==> config.mk <==
export PLATFORM = sky130hd
export DESIGN_NAME = tail_light_monitor
export DESIGN_NICKNAME = d
export VERILOG_FILES = /design/src/rtl/tail_light_monitor.sv
export SDC_FILE = /design/constraint.sdc
export NUM_CORES = 1
export LEC_CHECK = 0
export BUFFER_PORTS_ARGS = -buffer_cell sky130_fd_sc_hd__buf_2
export CORE_MARGIN = 2
export CORE_UTILIZATION = 42
export CTS_BUF_LIST = sky130_fd_sc_hd__clkbuf_4
export DETAILED_ROUTE_END_ITERATION = 10
export GPL_ROUTABILITY_DRIVEN = 0
export PLACE_DENSITY_LB_ADDON = 0.1
export SLEW_MARGIN = 20
export SYNTH_ARGS = -nofsm -noshare
export SYNTH_HDL_FRONTEND = slang
export SYNTH_SLANG_ARGS = --single-unit
==> constraint.sdc <==
create_clock -name clk -period 2.9 [get_ports clk]
set_clock_uncertainty 0.2 [all_clocks]
set_input_delay 0.435 -clock clk [delete_from_list [all_inputs] [get_ports clk]]
set_output_delay 0.435 -clock clk [all_outputs]
set_load 0.02 [all_outputs]
==> src/rtl/tail_light_monitor.sv <==
// Receive-side checker for the Thunderbird tail-light sequencer: decodes each
// side's step, counts completed sweeps and latches the first protocol error.
module tail_light_monitor #(
    parameter int CNT_W = 8
) (
    input  logic             clk,
    input  logic             reset,
    input  logic             en,
    input  logic             clr_err,
    input  logic [2:0]       left_lamps,
    input  logic [2:0]       right_lamps,
    output logic [1:0]       left_step,
    output logic [1:0]       right_step,
    output logic [1:0]       dir,
    output logic [CNT_W-1:0] left_count,
    output logic [CNT_W-1:0] right_count,
    output logic             sweep_done,
    output logic             err,
    output logic [2:0]       err_code
);

    typedef enum logic [1:0] {
        IDLE = 2'd0,
        S1   = 2'd1,
        S2   = 2'd2,
        S3   = 2'd3
    } state_t;

    typedef struct packed {
        state_t     nxt;
        logic [2:0] code;
        logic       done;
    } eval_t;

    state_t           r_left_st;
    state_t           r_right_st;
    logic [1:0]       r_dir;
    logic [CNT_W-1:0] r_left_cnt;
    logic [CNT_W-1:0] r_right_cnt;
    logic             r_sweep_done;
    logic             r_err;
    logic [2:0]       r_err_code;

    eval_t      w_left_ev;
    eval_t      w_right_ev;
    logic       w_conflict;
    logic [2:0] w_new_code;

    // Each legal pattern names exactly one state; anything unexpected
    // resyncs to that state, except a repeat of the current one (stall).
    function automatic eval_t side_eval(input state_t s, input logic [2:0] p);
        eval_t r;
        r.nxt  = s;
        r.code = 3'd0;
        r.done = 1'b0;
        case (p)
            3'b000: begin
                r.nxt  = IDLE;
                r.done = (s == S3);
            end
            3'b001: begin
                if (s == IDLE)    r.nxt = S1;
                else if (s == S1) r.code = 3'd3;
                else begin
                    r.code = 3'd2;
                    r.nxt  = S1;
                end
            end
            3'b011: begin
                if (s == S1)      r.nxt = S2;
                else if (s == S2) r.code = 3'd3;
                else begin
                    r.code = 3'd2;
                    r.nxt  = S2;
                end
            end
            3'b111: begin
                if (s == S2)      r.nxt = S3;
                else if (s == S3) r.code = 3'd3;
                else begin
                    r.code = 3'd2;
                    r.nxt  = S3;
                end
            end
            default: begin
                r.code = 3'd1;
                r.nxt  = IDLE;
            end
        endcase
        return r;
    endfunction

    always_comb begin
        w_left_ev  = side_eval(r_left_st, left_lamps);
        w_right_ev = side_eval(r_right_st, right_lamps);
        w_conflict = (|left_lamps) && (|right_lamps);
        w_new_code = 3'd0;
        if (w_left_ev.code == 3'd1 || w_right_ev.code == 3'd1)      w_new_code = 3'd1;
        else if (w_conflict)                                        w_new_code = 3'd4;
        else if (w_left_ev.code == 3'd2 || w_right_ev.code == 3'd2) w_new_code = 3'd2;
        else if (w_left_ev.code == 3'd3 || w_right_ev.code == 3'd3) w_new_code = 3'd3;
    end

    always_ff @(posedge clk or negedge reset) begin
        if (!reset) begin
            r_left_st    <= IDLE;
            r_right_st   <= IDLE;
            r_dir        <= 2'b00;
            r_left_cnt   <= '0;
            r_right_cnt  <= '0;
            r_sweep_done <= 1'b0;
            r_err        <= 1'b0;
            r_err_code   <= 3'd0;
        end else begin
            r_sweep_done <= 1'b0;
            if (en) begin
                r_left_st    <= w_left_ev.nxt;
                r_right_st   <= w_right_ev.nxt;
                r_dir        <= {|left_lamps, |right_lamps};
                r_sweep_done <= w_left_ev.done | w_right_ev.done;
                if (w_left_ev.done)  r_left_cnt  <= r_left_cnt + 1'b1;
                if (w_right_ev.done) r_right_cnt <= r_right_cnt + 1'b1;
            end
            // A fresh error beats a simultaneous clear and re-arms the code.
            if (en && w_new_code != 3'd0) begin
                r_err <= 1'b1;
                if (!r_err || clr_err) r_err_code <= w_new_code;
            end else if (clr_err) begin
                r_err      <= 1'b0;
                r_err_code <= 3'd0;
            end
        end
    end

    assign left_step   = r_left_st;
    assign right_step  = r_right_st;
    assign dir         = r_dir;
    assign left_count  = r_left_cnt;
    assign right_count = r_right_cnt;
    assign sweep_done  = r_sweep_done;
    assign err         = r_err;
    assign err_code    = r_err_code;

endmodule

# After elaboration in Yosys (flattened, before gate mapping)

Cells that the tools add are included.

Word-level logic and storage cells: 96
Bits in registers: 27
Output and inout bits: 27
Input port bits: 10

Bitwise logic cells: 1
Reductions and logical operators: 20
Muxes and demuxes: 40
Add/subtract/negate cells: 2
Eq/ne operators: 25

Operators with widths:

| operator              | number |
|---|---|
| $mux W2               | 20 |
| $pmux W3 S4           | 2 |
| $eq A3 B2 Y1 const B  | 6 |
| $ne A3 B3 Y1 const B  | 6 |
| $add A8 B1 Y8 const B | 2 |
| $mux W3               | 5 |
| $eq A3 B1 Y1 const B  | 4 |
| $pmux W2 S3           | 2 |
| $mux W1               | 11 |
| $eq A2 B2 Y1 const B  | 4 |
| $reduce_and A4 Y1     | 2 |
| $eq A3 B3 Y1 const B  | 2 |
| $logic_not A3 Y1      | 2 |
| $reduce_and A2 Y1     | 3 |
| $reduce_or A3 Y1      | 2 |
| $eq A2 B1 Y1 const B  | 2 |
| $logic_not A2 Y1      | 2 |
| $logic_or A1 B1 Y1    | 4 |
| $reduce_bool A3 Y1    | 1 |
| $logic_and A1 B1 Y1   | 2 |
| $ne A2 B1 Y1 const B  | 1 |
| $reduce_bool A2 Y1    | 1 |
| $logic_not A1 Y1      | 1 |
| $or A1 B1 Y1          | 1 |

# Logic depth before layout (Yosys ltp)

Depth after elaboration: 14
Mapped depth: 7
Gate-level depth less buffers: 6

# Least setup slack after synthesis

No wires, ideal clock.

Path type: input-to-reg
Start point: input left_lamps[1]
End point: register r_err_code[0], in the netlist err_code[0]
Buffers on the path: 1
Library setup time: 0.128 ns
Stages on the path: 7
Arrival: 1.605 ns
Setup slack: 0.967 ns
Required time: 2.572 ns
Cells stage by stage: buf_4 or2b_1 nand2_1 a211oi_1 a21oi_2 o221ai_2 mux2_1

Cells in the longest elaborated chain, start to end: 12
Elaborated cells between the ends (all ways): 24
Those cells by class: eq/ne: 7; mux: 7; reduce/logical: 10

RTL lines:

| item                                                         | RTL line | text |
|---|---|---|
| start: declaration                                           | 10       | `input logic [2:0] left_lamps,` |
| $eq A3 B3 Y1 (tied with other cells)                         | 56       | `case (p)` |
| $pmux W3 S4                                                  | 56       |  |
| $eq A3 B2 Y1                                                 | 101      | `else if (w_left_ev.code == 3'd3 \|\| w_right_ev.code == 3'd3) w_new_code = 3'd3;` |
| $logic_or A1 B1 Y1                                           | 101      |  |
| $mux W2                                                      | 101      |  |
| $mux W2                                                      | 100      | `else if (w_left_ev.code == 3'd2 \|\| w_right_ev.code == 3'd2) w_new_code = 3'd2;` |
| $mux W3                                                      | 99       | `else if (w_conflict) w_new_code = 3'd4;` |
| $mux W3 (*)                                                  | 98       | `if (w_left_ev.code == 3'd1 \|\| w_right_ev.code == 3'd1) w_new_code = 3'd1;` |
| $reduce_bool A3 Y1                                           | 125      | `if (en && w_new_code != 3'd0) begin` |
| $logic_and A1 B1 Y1                                          | 125      |  |
| $ne A2 B1 Y1 (no line) or $reduce_bool A2 Y1 (tied branches) | -        |  |
| $reduce_and A2 Y1 (no line)                                  | -        |  |
| end signal: assignment                                       | 127      | `if (!r_err \|\| clr_err) r_err_code <= w_new_code;` |
| end: declaration                                             | 42       | `logic [2:0] r_err_code;` |

Mark *: on every way between the ends. The rest lies on a longest branch, timed or not. The select of a mux whose other input is x is not followed.
A chain may end at the register's enable or synchronous reset.

# Final worst setup path

Start point: register r_right_st[0], in the netlist right_step[0]
End point: register r_err_code[2], in the netlist err_code[2]

Cells in the longest elaborated chain, start to end: 14
Elaborated cells between the ends (all ways): 28
Those cells by class: eq/ne: 7; mux: 13; reduce/logical: 8

RTL lines:

| item                                                         | RTL line   | text |
|---|---|---|
| start: declaration                                           | 36         | `state_t r_right_st;` |
| start signal: assignment                                     | 118        | `r_right_st <= w_right_ev.nxt;` |
| $eq A2 B2 Y1 (tied with other cells)                         | 79         | `else if (s == S3) r.code = 3'd3;` |
| $mux W1 (on tied branches)                                   | 79, 63, 71 |  |
| $mux W2 (on tied branches)                                   | 78, 62, 70 |  |
| $pmux W3 S4 (*)                                              | 56         |  |
| $eq A3 B2 Y1                                                 | 101        |  |
| $logic_or A1 B1 Y1                                           | 101        |  |
| $mux W2                                                      | 101        |  |
| $mux W2                                                      | 100        |  |
| $mux W3                                                      | 99         |  |
| $mux W3 (*)                                                  | 98         |  |
| $reduce_bool A3 Y1                                           | 125        |  |
| $logic_and A1 B1 Y1                                          | 125        |  |
| $ne A2 B1 Y1 (no line) or $reduce_bool A2 Y1 (tied branches) | -          |  |
| $reduce_and A2 Y1 (no line)                                  | -          |  |

Marked as above.

==> impl_metrics.ini <==
[worst_setup_path]
cp.required_ns = 2.91
path_max_fanout = 8
worst-setup-path-type = flip-flop to flip-flop
worst_path_largest_cell_delay_ns = 0.51
worstSetupStartpointType = flip-flop
cp_slowest_cell = dfrtp_1
cp-end-kind = flip-flop
path_cells = nor2_1, a21oi_1, o22ai_1, a21oi_2, o221ai_2, mux2_1
arrival_ns = 2.00

[synth]
synth_xor_area_share_pct = 9.84
avgSynthCellArea_um2 = 10.2
synth-compound-area-share_pct = 9.49
yosys.area_share.simple_pct = 22.0
muxShareOfSynthArea_pct = 4.75
ys_types = 37
synth_top_area_cell = dfrtp_1
ys_seq_area_share_pct = 47.5
synth.net_count = 151
synth_seq_cells = 27
netlist_area_um2 = 1420
yosys_warnings = 0
synth_top_cell_area_share_pct = 47.5
synth.area.top_cells = dfrtp_1, xnor2_1, xor2_1
synth_fa_ha_area_share_pct = 1.76
synth_edf_count = 0
netlist_instances = 139
async_flop_share_pct = 100
ys.flop_type = dfrtp_1
synth_top_family_by_area = simple AND/OR/NAND/NOR gates

[detailed_routing]
vias_per_cell = 5.06
num_vias = 1108
wl_per_cell_um = 12.5
drtAntennaViolNets = 0
first_pass_iters = 4
drc = 0
drt_wl_total_um = 2740
drtIter0Drc = 34

[min_path]
min_path_type = primary input to flip-flop

[cells_and_area]
drive_gt1_share_pct = 29.5
finalNetCount = 186
insertedDiodeCount = 0
fin_util_pct = 50.4
area_growth_syn_to_layout_pct = 16.3

[global_routing]
grt_pass1_wl_um = 4690
track_usage_pct = 15.2
grt_overflow = 0
first_global_vias = 1036
antenna_found_initial = 0
grt_max_degree = 28

[power]
seqPwrFrac_pct = 59.0
pwr_density_cell_nw_per_um2 = 425
p_clk_share_pct = 24.1
p_leak_nw = 0.863
ir_drop_mv = 0.168
p_int_mw = 0.501
p_switching_mw = 0.203
swShare_pct = 28.9
power.share.combinational_pct = 16.9

[place]
dp_hpwl_um = 2050
pre_cts_ws_ns = 0.765
io_buffers = 36

[sta]
rsz0062_at_grt = false
fmax_mhz = 502
finalSetupViolCount = 0
post-route-period-util_pct = 68.7
worstMarginPinSlew_ns = 0.590
slew-limit-headroom_pct = 60.6
hold_violations = 0
period_needed_ns = 1.99
fin_tns_setup_ns = 0
final.setup.worst_slack_ns = 0.907
drv_slew = 0

[die]
initial_core_util_pct = 43.4
std_cell_rows = 21
dieArea_um2 = 3870
ios = 37
die_x_um = 62.2
dieHeight_um = 62.2
coreArea_um2 = 3280

[clock_network]
cts_tree = yes
postCtsSetupBuffers = 0
clk_latency_ns = 0.32
cts_max_level = 1
cts_max_path_buffers = 2
cts_num_sinks = 27
cts_root_buffer = clkbuf_4
cts_buffers = 3
clk_pin_slew_ns = 0.14
ctsHoldBuffers = 1
ctsResizeCount = 0

[outcome]
status = complete, no violations

[job]
maxCapViolations = 0
==> cells in the final DEF, fill, tap and decap left out, drive strengths merged, types with 2 or more instances in the layout <==
cell type  count
nor2b          2
xor2           8
inv            6
a31oi          2
clkbuf         4
and3           2
nor2          11
nand3          6
and4           2
nor3           7
dfrtp         27
nand2         12
or2            3
ha             2
a21oi          8
o21ai          5
mux2           6
buf           36
nand4          7
xnor2          8
==> synthesized netlist by cell type (all sizes together), types with 2 or more instances <==
| master | number |
|---|---|
| a21oi | 8 |
| a31oi | 2 |
| and3 | 2 |
| and4 | 2 |
| buf | 4 |
| clkbuf | 3 |
| dfrtp | 27 |
| ha | 2 |
| inv | 6 |
| mux2 | 6 |
| nand2 | 12 |
| nand3 | 6 |
| nand4 | 7 |
| nor2 | 11 |
| nor2b | 2 |
| nor3 | 7 |
| o21ai | 5 |
| or2 | 3 |
| xnor2 | 8 |
| xor2 | 8 |
==> final timing paths <==
| path | start | end | slack, ns | cells after the start |
|---|---|---|---|---|
| worst max-delay path | right_step[0] | err_code[2] | 0.91 | 6 |
| worst min-delay path | left_lamps[0] | left_step[0] | 0.22 | 3 |
| worst max register to register | right_step[0] | err_code[2] | 0.91 | 6 |
| worst min register to register | left_count[7] | left_count[7] | 0.27 | 1 |
| max in group asynchronous | reset | right_count[1] | 1.68 | 2 |
| min in group asynchronous | reset | left_count[3] | 0.42 | 2 |
==> per-layer routing <==
metal	global-route usage, %	share of wire, %
met1	19.6	44
met2	25.3	50
met3	1.81	3.6
met4	7.50	2.0
met5	0	0
==> area by class of cell <==
cell class              instances  area, µm²
inverters                       6       22.5
flip-flops and latches         27        676
repair buffers                 37        190
clock buffers                   4       30.0
well taps                      46       57.6
multi-input cells              99        681
fillers                       316       1630
==> worst max-delay path, delay by kind of cell (launching register included) <==
kind | cells | cell delay, ns
mux | 1 | 0.37
flops | 1 | 0.51
compound gates | 4 | 0.66
simple gates | 1 | 0.15
==> power groups by stage <==
stage	Clock [mW]	Sequential [mW]	Combinational, mW
2_1_floorplan	0	0.438	0.0581
3_3_place_gp	0	0.421	0.117
3_5_place_dp	0	0.423	0.119
4_1_cts	0.177	0.416	0.121
5_1_grt	0.197	0.419	0.133
6_report	0.170	0.415	0.119
==> kinds of logic after synthesis <==
family,Yosys count
DFF,27
buffers and inverters,13
and+or+nand+nor,54
adders and majority gates,2
AOI/OAI and AO/OA,21
xor gates and xnor gates,16
muxes,6
==> state kept, by name, indices dropped and copies added, names as in the netlist <==
register     flops
right_count      8
sweep_done       1
err_code         3
dir              2
err              1
right_step       2
left_count       8
left_step        2
==> stage by stage <==
stage	power (mW)	hold slack (ns)	cell area, µm²	cells
floorplan	0.496	-0.0606	1420	139
global placement	0.538	0.250	1620	214
detailed placement	0.541	0.254	1620	214
CTS	0.714	0.210	1660	219
global route	0.748	0.227	1660	219
finish	0.704	0.221	1660	219
Note: power is estimated with default switching activity, not from simulation.
